===== config.mk =====
export PLATFORM = sky130hd
export DESIGN_NAME = spi_target_regfile_flat
export DESIGN_NICKNAME = d
export VERILOG_FILES = /design/src/rtl/spi_target_regfile_if.sv /design/src/rtl/spi_target_regfile.sv /design/src/flat_wrapper.sv
export SDC_FILE = /design/constraint.sdc
export NUM_CORES = 1
export LEC_CHECK = 0
export ABC_AREA = 0
export CAP_MARGIN = 20
export CORE_ASPECT_RATIO = 1.2
export CORE_UTILIZATION = 35
export DETAILED_ROUTE_END_ITERATION = 10
export PLACE_DENSITY = 0.54
export SETUP_SLACK_MARGIN = 0.4
export SYNTH_ARGS = -nofsm -noshare
export SYNTH_HDL_FRONTEND = slang
export SYNTH_SLANG_ARGS = --single-unit

===== constraint.sdc =====
create_clock -name clk -period 6.75 [get_ports clk]
set_clock_uncertainty 0.05 [all_clocks]
set_input_delay 1.6875 -clock clk [delete_from_list [all_inputs] [get_ports clk]]
set_output_delay 1.6875 -clock clk [all_outputs]
set_load 0.02 [all_outputs]

===== src/rtl/spi_target_regfile_if.sv =====
// Bundles the SPI target pins, the local register-file port and the SPI write
// notification. The slave modport is the register-file side.
interface spi_target_regfile_if #(parameter int ADDR_W = 4);
  logic              spi_cen;
  logic              spi_sclk;
  logic              spi_sio0_si_mosi;
  logic              spi_sio1_so_miso;
  logic              spi_miso_oe;
  logic [ADDR_W-1:0] loc_addr;
  logic [7:0]        loc_wdata;
  logic              loc_we;
  logic [7:0]        loc_rdata;
  logic              spi_wr_valid;
  logic [ADDR_W-1:0] spi_wr_addr;

  modport master (
    output spi_cen, spi_sclk, spi_sio0_si_mosi, loc_addr, loc_wdata, loc_we,
    input  spi_sio1_so_miso, spi_miso_oe, loc_rdata, spi_wr_valid, spi_wr_addr
  );

  modport slave (
    input  spi_cen, spi_sclk, spi_sio0_si_mosi, loc_addr, loc_wdata, loc_we,
    output spi_sio1_so_miso, spi_miso_oe, loc_rdata, spi_wr_valid, spi_wr_addr
  );
endinterface


===== src/rtl/spi_target_regfile.sv =====
// SPI mode-0 target oversampled in clk, fronting a 2^ADDR_W byte register file shared with a local port.
// Define SPI_TARGET_STATUS_EN to return {4'hA, overflow, 3'b101} during the command byte.
module spi_target_regfile #(
  parameter int ADDR_W = 4
) (
  input logic                 clk,
  input logic                 rst,
  spi_target_regfile_if.slave bus
);
  localparam int DEPTH = 1 << ADDR_W;

  typedef enum logic [1:0] {IDLE, CMD, DATA} state_e;

  state_e            state_q, state_d;
  logic [2:0]        cen_q, sclk_q;
  logic [1:0]        mosi_q;
  logic [2:0]        bit_cnt_q, bit_cnt_d;
  logic [6:0]        rx_q, rx_d;
  logic [7:0]        tx_q, tx_d;
  logic              rw_q, rw_d;
  logic [ADDR_W-1:0] ptr_q, ptr_d;
  logic [7:0]        mem_q [DEPTH];
  logic [7:0]        loc_rdata_q;
  logic              wr_vld_q;
  logic [ADDR_W-1:0] wr_addr_q;
  logic              commit;
  logic [7:0]        rx_next;
  logic [7:0]        status;
  logic              cen_rise, cen_fall, sclk_rise, sclk_fall;

  assign cen_rise  =  cen_q[1]  & ~cen_q[2];
  assign cen_fall  = ~cen_q[1]  &  cen_q[2];
  assign sclk_rise =  sclk_q[1] & ~sclk_q[2];
  assign sclk_fall = ~sclk_q[1] &  sclk_q[2];
  assign rx_next   = {rx_q, mosi_q[1]};

  always_comb begin
    state_d   = state_q;
    bit_cnt_d = bit_cnt_q;
    rx_d      = rx_q;
    tx_d      = tx_q;
    rw_d      = rw_q;
    ptr_d     = ptr_q;
    commit    = 1'b0;
    if (cen_rise) begin
      state_d   = IDLE;
      tx_d      = '0;
      bit_cnt_d = '0;
    end else begin
      unique case (state_q)
        IDLE: begin
          if (cen_fall) begin
            state_d   = CMD;
            bit_cnt_d = '0;
            rx_d      = '0;
            tx_d      = status;
          end
        end
        CMD: begin
          if (sclk_rise) begin
            rx_d      = rx_next[6:0];
            bit_cnt_d = bit_cnt_q + 3'd1;
            if (bit_cnt_q == 3'd7) begin
              rw_d    = rx_next[7];
              ptr_d   = rx_next[ADDR_W-1:0];
              state_d = DATA;
            end
          end else if (sclk_fall) begin
            tx_d = {tx_q[6:0], 1'b0};
          end
        end
        DATA: begin
          if (sclk_rise) begin
            rx_d      = rx_next[6:0];
            bit_cnt_d = bit_cnt_q + 3'd1;
            if (bit_cnt_q == 3'd7 && !rw_q) begin
              commit = 1'b1;
              ptr_d  = ptr_q + 1'b1;
            end
          end else if (sclk_fall) begin
            // Byte boundary: reads prefetch the next byte, writes drive zeros.
            if (bit_cnt_q == 3'd0 && rw_q) begin
              tx_d  = mem_q[ptr_q];
              ptr_d = ptr_q + 1'b1;
            end else if (bit_cnt_q == 3'd0) begin
              tx_d = '0;
            end else begin
              tx_d = {tx_q[6:0], 1'b0};
            end
          end
        end
        default: state_d = IDLE;
      endcase
    end
  end

  // cen sync resets low so a select held across reset is ignored until cen toggles high.
  always_ff @(posedge clk) begin
    if (rst) begin
      cen_q     <= '0;
      sclk_q    <= '0;
      mosi_q    <= '0;
      state_q   <= IDLE;
      bit_cnt_q <= '0;
      rx_q      <= '0;
      tx_q      <= '0;
      rw_q      <= 1'b0;
      ptr_q     <= '0;
      wr_vld_q  <= 1'b0;
      wr_addr_q <= '0;
    end else begin
      cen_q     <= {cen_q[1:0], bus.spi_cen};
      sclk_q    <= {sclk_q[1:0], bus.spi_sclk};
      mosi_q    <= {mosi_q[0], bus.spi_sio0_si_mosi};
      state_q   <= state_d;
      bit_cnt_q <= bit_cnt_d;
      rx_q      <= rx_d;
      tx_q      <= tx_d;
      rw_q      <= rw_d;
      ptr_q     <= ptr_d;
      wr_vld_q  <= commit;
      if (commit) wr_addr_q <= ptr_q;
    end
  end

  always_ff @(posedge clk) begin
    if (rst) begin
      for (int i = 0; i < DEPTH; i++) mem_q[i] <= '0;
      loc_rdata_q <= '0;
    end else begin
      loc_rdata_q <= mem_q[bus.loc_addr];
      if (bus.loc_we && !(commit && bus.loc_addr == ptr_q)) mem_q[bus.loc_addr] <= bus.loc_wdata;
      if (commit) mem_q[ptr_q] <= rx_next;
    end
  end

`ifdef SPI_TARGET_STATUS_EN
  logic ovf_q, ovf_d;
  logic ptr_wrap;

  assign ptr_wrap = (state_q == DATA) && (&ptr_q) && (ptr_d == '0);
  assign status   = {4'hA, ovf_q, 3'b101};

  // Reported on the select that loads the status byte, then cleared.
  always_comb begin
    ovf_d = ovf_q;
    if (state_q == IDLE && cen_fall) ovf_d = 1'b0;
    if (ptr_wrap) ovf_d = 1'b1;
  end

  always_ff @(posedge clk) begin
    if (rst) ovf_q <= 1'b0;
    else     ovf_q <= ovf_d;
  end
`else
  assign status = 8'h00;
`endif

  assign bus.spi_sio1_so_miso = tx_q[7];
  assign bus.spi_miso_oe      = (state_q != IDLE);
  assign bus.loc_rdata        = loc_rdata_q;
  assign bus.spi_wr_valid     = wr_vld_q;
  assign bus.spi_wr_addr      = wr_addr_q;
endmodule


===== src/flat_wrapper.sv =====
// flat-port wrapper written by rule: the top's interface ports become plain ports
module spi_target_regfile_flat 
#(
  parameter int ADDR_W = 4
)
  (clk, rst, bus_spi_cen, bus_spi_sclk, bus_spi_sio0_si_mosi, bus_loc_addr, bus_loc_wdata, bus_loc_we, bus_spi_sio1_so_miso, bus_spi_miso_oe, bus_loc_rdata, bus_spi_wr_valid, bus_spi_wr_addr);
  spi_target_regfile_if #(.ADDR_W(ADDR_W)) bus_i ();
  input logic clk;
  input logic rst;
  input wire logic [$bits(bus_i.spi_cen)-1:0] bus_spi_cen;
  input wire logic [$bits(bus_i.spi_sclk)-1:0] bus_spi_sclk;
  input wire logic [$bits(bus_i.spi_sio0_si_mosi)-1:0] bus_spi_sio0_si_mosi;
  input wire logic [$bits(bus_i.loc_addr)-1:0] bus_loc_addr;
  input wire logic [$bits(bus_i.loc_wdata)-1:0] bus_loc_wdata;
  input wire logic [$bits(bus_i.loc_we)-1:0] bus_loc_we;
  output wire logic [$bits(bus_i.spi_sio1_so_miso)-1:0] bus_spi_sio1_so_miso;
  output wire logic [$bits(bus_i.spi_miso_oe)-1:0] bus_spi_miso_oe;
  output wire logic [$bits(bus_i.loc_rdata)-1:0] bus_loc_rdata;
  output wire logic [$bits(bus_i.spi_wr_valid)-1:0] bus_spi_wr_valid;
  output wire logic [$bits(bus_i.spi_wr_addr)-1:0] bus_spi_wr_addr;
  assign bus_i.spi_cen = bus_spi_cen;
  assign bus_i.spi_sclk = bus_spi_sclk;
  assign bus_i.spi_sio0_si_mosi = bus_spi_sio0_si_mosi;
  assign bus_i.loc_addr = bus_loc_addr;
  assign bus_i.loc_wdata = bus_loc_wdata;
  assign bus_i.loc_we = bus_loc_we;
  assign bus_spi_sio1_so_miso = bus_i.spi_sio1_so_miso;
  assign bus_spi_miso_oe = bus_i.spi_miso_oe;
  assign bus_loc_rdata = bus_i.loc_rdata;
  assign bus_spi_wr_valid = bus_i.spi_wr_valid;
  assign bus_spi_wr_addr = bus_i.spi_wr_addr;
  spi_target_regfile #(.ADDR_W(ADDR_W)) u_core (.clk(clk), .rst(rst), .bus(bus_i));
endmodule

==> run summary <==
DRT
---------------------------------------------------------------------------------
DRC violation total after the first TritonRoute iteration                     804
Via count of the routed design                                               7776
Wire length per cell after detailed routing                               25.3 µm
Post-detailed-route via-to-cell ratio                                        5.98
Total length of routed wires                                             32900 µm
Pre-antenna DRT Iters                                                           5
Residual DRC count                                                              0
Final ANT Viol Nets                                                             0

CLOCK TREE
---------------------------------------------------------------------------------
Setup fix buffers added after clock tree synthesis                              0
Total of cells resized after clock tree synthesis                               0
Quantity of hold-fixing buffers added after cts                                 0
Total number of H-tree levels                                                   4
Cell at the root of the clock tree                                   sky130_fd_sc_hd__clkbuf_16
Clock Sinks                                                                   178
Clock tree from TritonCTS                                                   built
Source-to-sink clock delay at the later pin of the worst-skew pair         440 ps
Clock transition at the registers of the reported paths                     70 ps
Number of buffers between clock root and the deepest sink                       2
Clock buffers created by TritonCTS                                             17

STA
---------------------------------------------------------------------------------
Actual transition at the worst max-transition pin                         1150 ps
Worst hold slack                                                           387 ps
RSZ-0062 raised after global routing                                        false
Achievable Freq                                                           251 MHz
Final number of hold-violating endpoints                                        0
Total setup violations reported at the end of the flow                          0
Setup Total Neg Slack                                                        0 ps
Final worst path period share                                               59.1%
Final Slew Violations                                                           0
Max transition margin                                                       22.7%
Final min period                                                          3990 ps

CELLS AND AREA
---------------------------------------------------------------------------------
Antenna Cells                                                                   0
Post-route design area                                                 0.0113 mm²
Post-layout nets                                                              933
Area added between synthesis and finish                                     9.47%
Final standard cell count with taps included and fillers excluded            1301
Ratio of cells with drive above 1 in the final layout                       11.2%

RUN STATUS
---------------------------------------------------------------------------------
Run status                                                           finished clean

SYNTH
---------------------------------------------------------------------------------
Post-synthesis async set-or-reset flop share                                   0%
Avg Inst Size Synth                                                      11.0 µm²
Number of synthesized flops with an enable pin                                128
Post-synthesis instance total                                                 943
Register bit count reported by yosys                                          178
Register area share after synthesis                                         46.9%
Post-synth top flop                                                  sky130_fd_sc_hd__edfxtp_1
Unique cell type count in the Yosys netlist                                    52
Count of yosys warnings during synthesis                                        0
Netlist Area Pre-Place                                                 0.0103 mm²
Post-synthesis net count                                                      973

CRITICAL PATH
---------------------------------------------------------------------------------
Endpoint kind of the worst setup timing path                             register
Critical path's top delay family                                     buffers and inverters
Number of buffer and inverter stages on the critical path                       1
Cell with the largest stage delay on the worst path                  sky130_fd_sc_hd__clkdlybuf4s50_1
Critical Path AT                                                          4070 ps
Worst R2R Path Depth                                                            6
Path type of the worst setup path                                          in2reg
Slowest Stage Delay on Critical Path                                       890 ps
Flop-to-flop setup slack                                                  3080 ps
Crit path max fanout                                                           14
Startpoint type of the worst setup path                                input port
Endpoint of the worst-slack reg-to-reg timing path                   u_core.mem_q[6][0]$_DFFE_PP_
Required time at the worst-slack endpoint                                 6840 ps
Startpoint of the worst register-to-register path                    u_core.state_q[0]$_SDFFE_PP0P_
Cells along the critical path                                        clkdlybuf4s50_1 > xor2_1 > nor4_2 > nand2_2 > and3_1 > a211o_1

WORST HOLD PATH
---------------------------------------------------------------------------------
Min-Delay Path Depth                                                            1
Hold path start                                                      u_core.mosi_q[0]$_SDFF_PP0_
Worst min path class                                                      reg2reg
Worst-case hold path end point                                       u_core.mosi_q[1]$_SDFF_PP0_

PLACED DESIGN
---------------------------------------------------------------------------------
Port bufs                                                                      32
Placed instance count                                                        1269
Detailed Place HPWL                                                      24400 µm
Post-detailed-placement cell area                                      0.0107 mm²
Routability Congestion                                                      0.847

FLOORPLANNING
---------------------------------------------------------------------------------
Initial Utilization                                                         35.7%
Boundary Pins                                                                  33
Horiz. Die Dim                                                             159 µm
FP Rows                                                                        68
Area of the die                                                        0.0302 mm²
Die height                                                                 190 µm
Core Box Area                                                          0.0289 mm²

POWER
---------------------------------------------------------------------------------
Net Switching                                                            0.661 mW
Switching power share of the total                                          25.4%
Fraction of power consumed by combinational cells                           11.2%
Sequential power share                                                      49.0%
Cell Pwr Density                                                       230 mW/mm²
Static power due to leakage                                               3.58 nW
Cell-internal power                                                       1.94 mW
Worst voltage drop across the vdd grid                                   0.152 mV
Total Power Consumption                                                   2.60 mW
Clock network fraction of total power                                       39.8%

GLOBAL ROUTING
---------------------------------------------------------------------------------
Number of global-route vias before repair                                    7497
Pin count of the biggest net entering global routing                           51
Global routing usage summed across all routing layers                       22.2%
Grt total ovfl                                                                  0
Global-route wire length before repair                                   48800 µm
Antenna violations before repair                                                1

FLOW RUN
---------------------------------------------------------------------------------
Max-cap viol count                                                              0

[stage by stage]
step	worst slack (ps)	utilization [%]
after global routing	2700	39.1
after floorplan	3270	-
after detailed placement	2330	37.0
after CTS	2780	39.1
final	2760	39.1
after global placement	2310	37.0
[cells in the mapped netlist, types with 2 or more instances]
cell | instances | area, µm²
sky130_fd_sc_hd__mux2i_1 | 63 | 631
sky130_fd_sc_hd__inv_1 | 14 | 52.6
sky130_fd_sc_hd__xor2_1 | 4 | 35.0
sky130_fd_sc_hd__buf_2 | 44 | 220
sky130_fd_sc_hd__a22o_1 | 3 | 26.3
sky130_fd_sc_hd__a32o_1 | 7 | 70.1
sky130_fd_sc_hd__nand3_1 | 6 | 30.0
sky130_fd_sc_hd__nand4_1 | 10 | 62.6
sky130_fd_sc_hd__and3_1 | 33 | 206
sky130_fd_sc_hd__o32ai_1 | 2 | 17.5
sky130_fd_sc_hd__ha_1 | 12 | 150
sky130_fd_sc_hd__buf_1 | 2 | 7.51
sky130_fd_sc_hd__buf_6 | 4 | 45.0
sky130_fd_sc_hd__o21ai_0 | 2 | 10.0
sky130_fd_sc_hd__nand2b_1 | 13 | 81.3
sky130_fd_sc_hd__buf_4 | 9 | 67.6
sky130_fd_sc_hd__nor2b_1 | 23 | 144
sky130_fd_sc_hd__o21ai_1 | 8 | 40.0
sky130_fd_sc_hd__and4bb_2 | 2 | 25.0
sky130_fd_sc_hd__nor3_1 | 5 | 25.0
sky130_fd_sc_hd__mux4_2 | 44 | 991
sky130_fd_sc_hd__a31oi_1 | 6 | 37.5
sky130_fd_sc_hd__edfxtp_1 | 128 | 3840
sky130_fd_sc_hd__a22oi_1 | 27 | 203
sky130_fd_sc_hd__a211o_1 | 16 | 140
sky130_fd_sc_hd__a2111oi_0 | 2 | 17.5
sky130_fd_sc_hd__a21oi_1 | 16 | 80.1
sky130_fd_sc_hd__o31ai_1 | 128 | 961
sky130_fd_sc_hd__dfxtp_1 | 50 | 1000
sky130_fd_sc_hd__nand2_1 | 177 | 664
sky130_fd_sc_hd__clkbuf_1 | 41 | 154
sky130_fd_sc_hd__nor2_1 | 19 | 71.3
sky130_fd_sc_hd__a211oi_1 | 3 | 22.5
sky130_fd_sc_hd__and2_1 | 2 | 12.5
[cell usage in the layout, fill, tap and decap left out, types with 21 or more instances in the layout]
cell type,netlist,final
sky130_fd_sc_hd__nand2_1,177,177
sky130_fd_sc_hd__o31ai_1,128,128
sky130_fd_sc_hd__edfxtp_1,128,128
sky130_fd_sc_hd__mux2i_1,63,63
sky130_fd_sc_hd__dfxtp_1,50,49
sky130_fd_sc_hd__mux4_2,44,44
sky130_fd_sc_hd__and3_1,33,33
sky130_fd_sc_hd__clkdlybuf4s50_1,0,29
sky130_fd_sc_hd__a22oi_1,27,27
sky130_fd_sc_hd__nor2b_1,23,21
[worst register-to-register path, stage by stage (launching register included)]
cell                       delay (ps)
sky130_fd_sc_hd__dfxtp_1          350
sky130_fd_sc_hd__inv_1             90
sky130_fd_sc_hd__ha_1             470
sky130_fd_sc_hd__nand2b_1         240
sky130_fd_sc_hd__nor4_4           950
sky130_fd_sc_hd__and3_1           710
sky130_fd_sc_hd__a211o_1          460
[sequential cells by signal, indices dropped and copies added, names as in the netlist, 3 cells and up, named ones only]
signal / count
u_core.sclk_q: 3
u_core.mem_q: 128
u_core.tx_q: 8
u_core.bus.spi_wr_addr: 4
u_core.bit_cnt_q: 3
u_core.ptr_q: 4
u_core.cen_q: 3
u_core.rx_q: 7
u_core.bus.loc_rdata: 8
[power groups by stage]
stage,Combinational (mW),Clock (mW),Sequential [mW]
floorplan,0.196,0,1.28
global placement,0.288,0,1.29
detailed placement,0.291,0,1.30
CTS,0.291,1.05,1.27
global route,0.312,1.08,1.28
finish,0.292,1.03,1.27
[kinds of logic (layout without fill, tap and decap cells)]
logic type | Yosys count | after routing | synth area share, %
adder cells (fa/ha/maj) | 12 | 12 | 1.45
AND/OR/NAND/NOR | 302 | 302 | 14.1
XOR/XNOR | 4 | 4 | 0.339
multiplexers | 107 | 107 | 15.7
buffers and inverters | 115 | 88 | 5.34
AO/OA/AOI/OAI | 225 | 225 | 16.2
flip-flops | 178 | 178 | 46.9
[cell type report]
type	count	area, µm²
fillers	2863	17600
clock inverters	11	123
inverters	14	52.6
well taps	385	482
clock buffers	21	482
repair buffers	42	380
flip-flops and latches	178	4850
multi-input cells	650	4950
[per-layer routing]
metal / vias up / part of all wire [%] / GRT usage (%)
li1: 3542 / - / -
met1: 3827 / 41 / 28.5
met2: 357 / 49 / 37.5
met3: 48 / 8.0 / 4.61
met4: 2 / 1.8 / 6.55
met5: - / 0.039 / 0
[worst max-delay path by stage]
stage	from	to	cells past startpoint
after floorplan	bus_loc_addr[0]	u_core.mem_q[10][0]$_DFFE_PP_	7
after global placement	bus_loc_addr[2]	u_core.mem_q[14][7]$_DFFE_PP_	6
after detailed placement	bus_loc_addr[2]	u_core.mem_q[14][7]$_DFFE_PP_	6
after CTS	bus_loc_addr[2]	u_core.mem_q[14][7]$_DFFE_PP_	6
after global routing	bus_loc_addr[2]	u_core.mem_q[14][6]$_DFFE_PP_	6
final	bus_loc_addr[2]	u_core.mem_q[14][2]$_DFFE_PP_	6
Note: power is estimated with default switching activity, not from simulation.
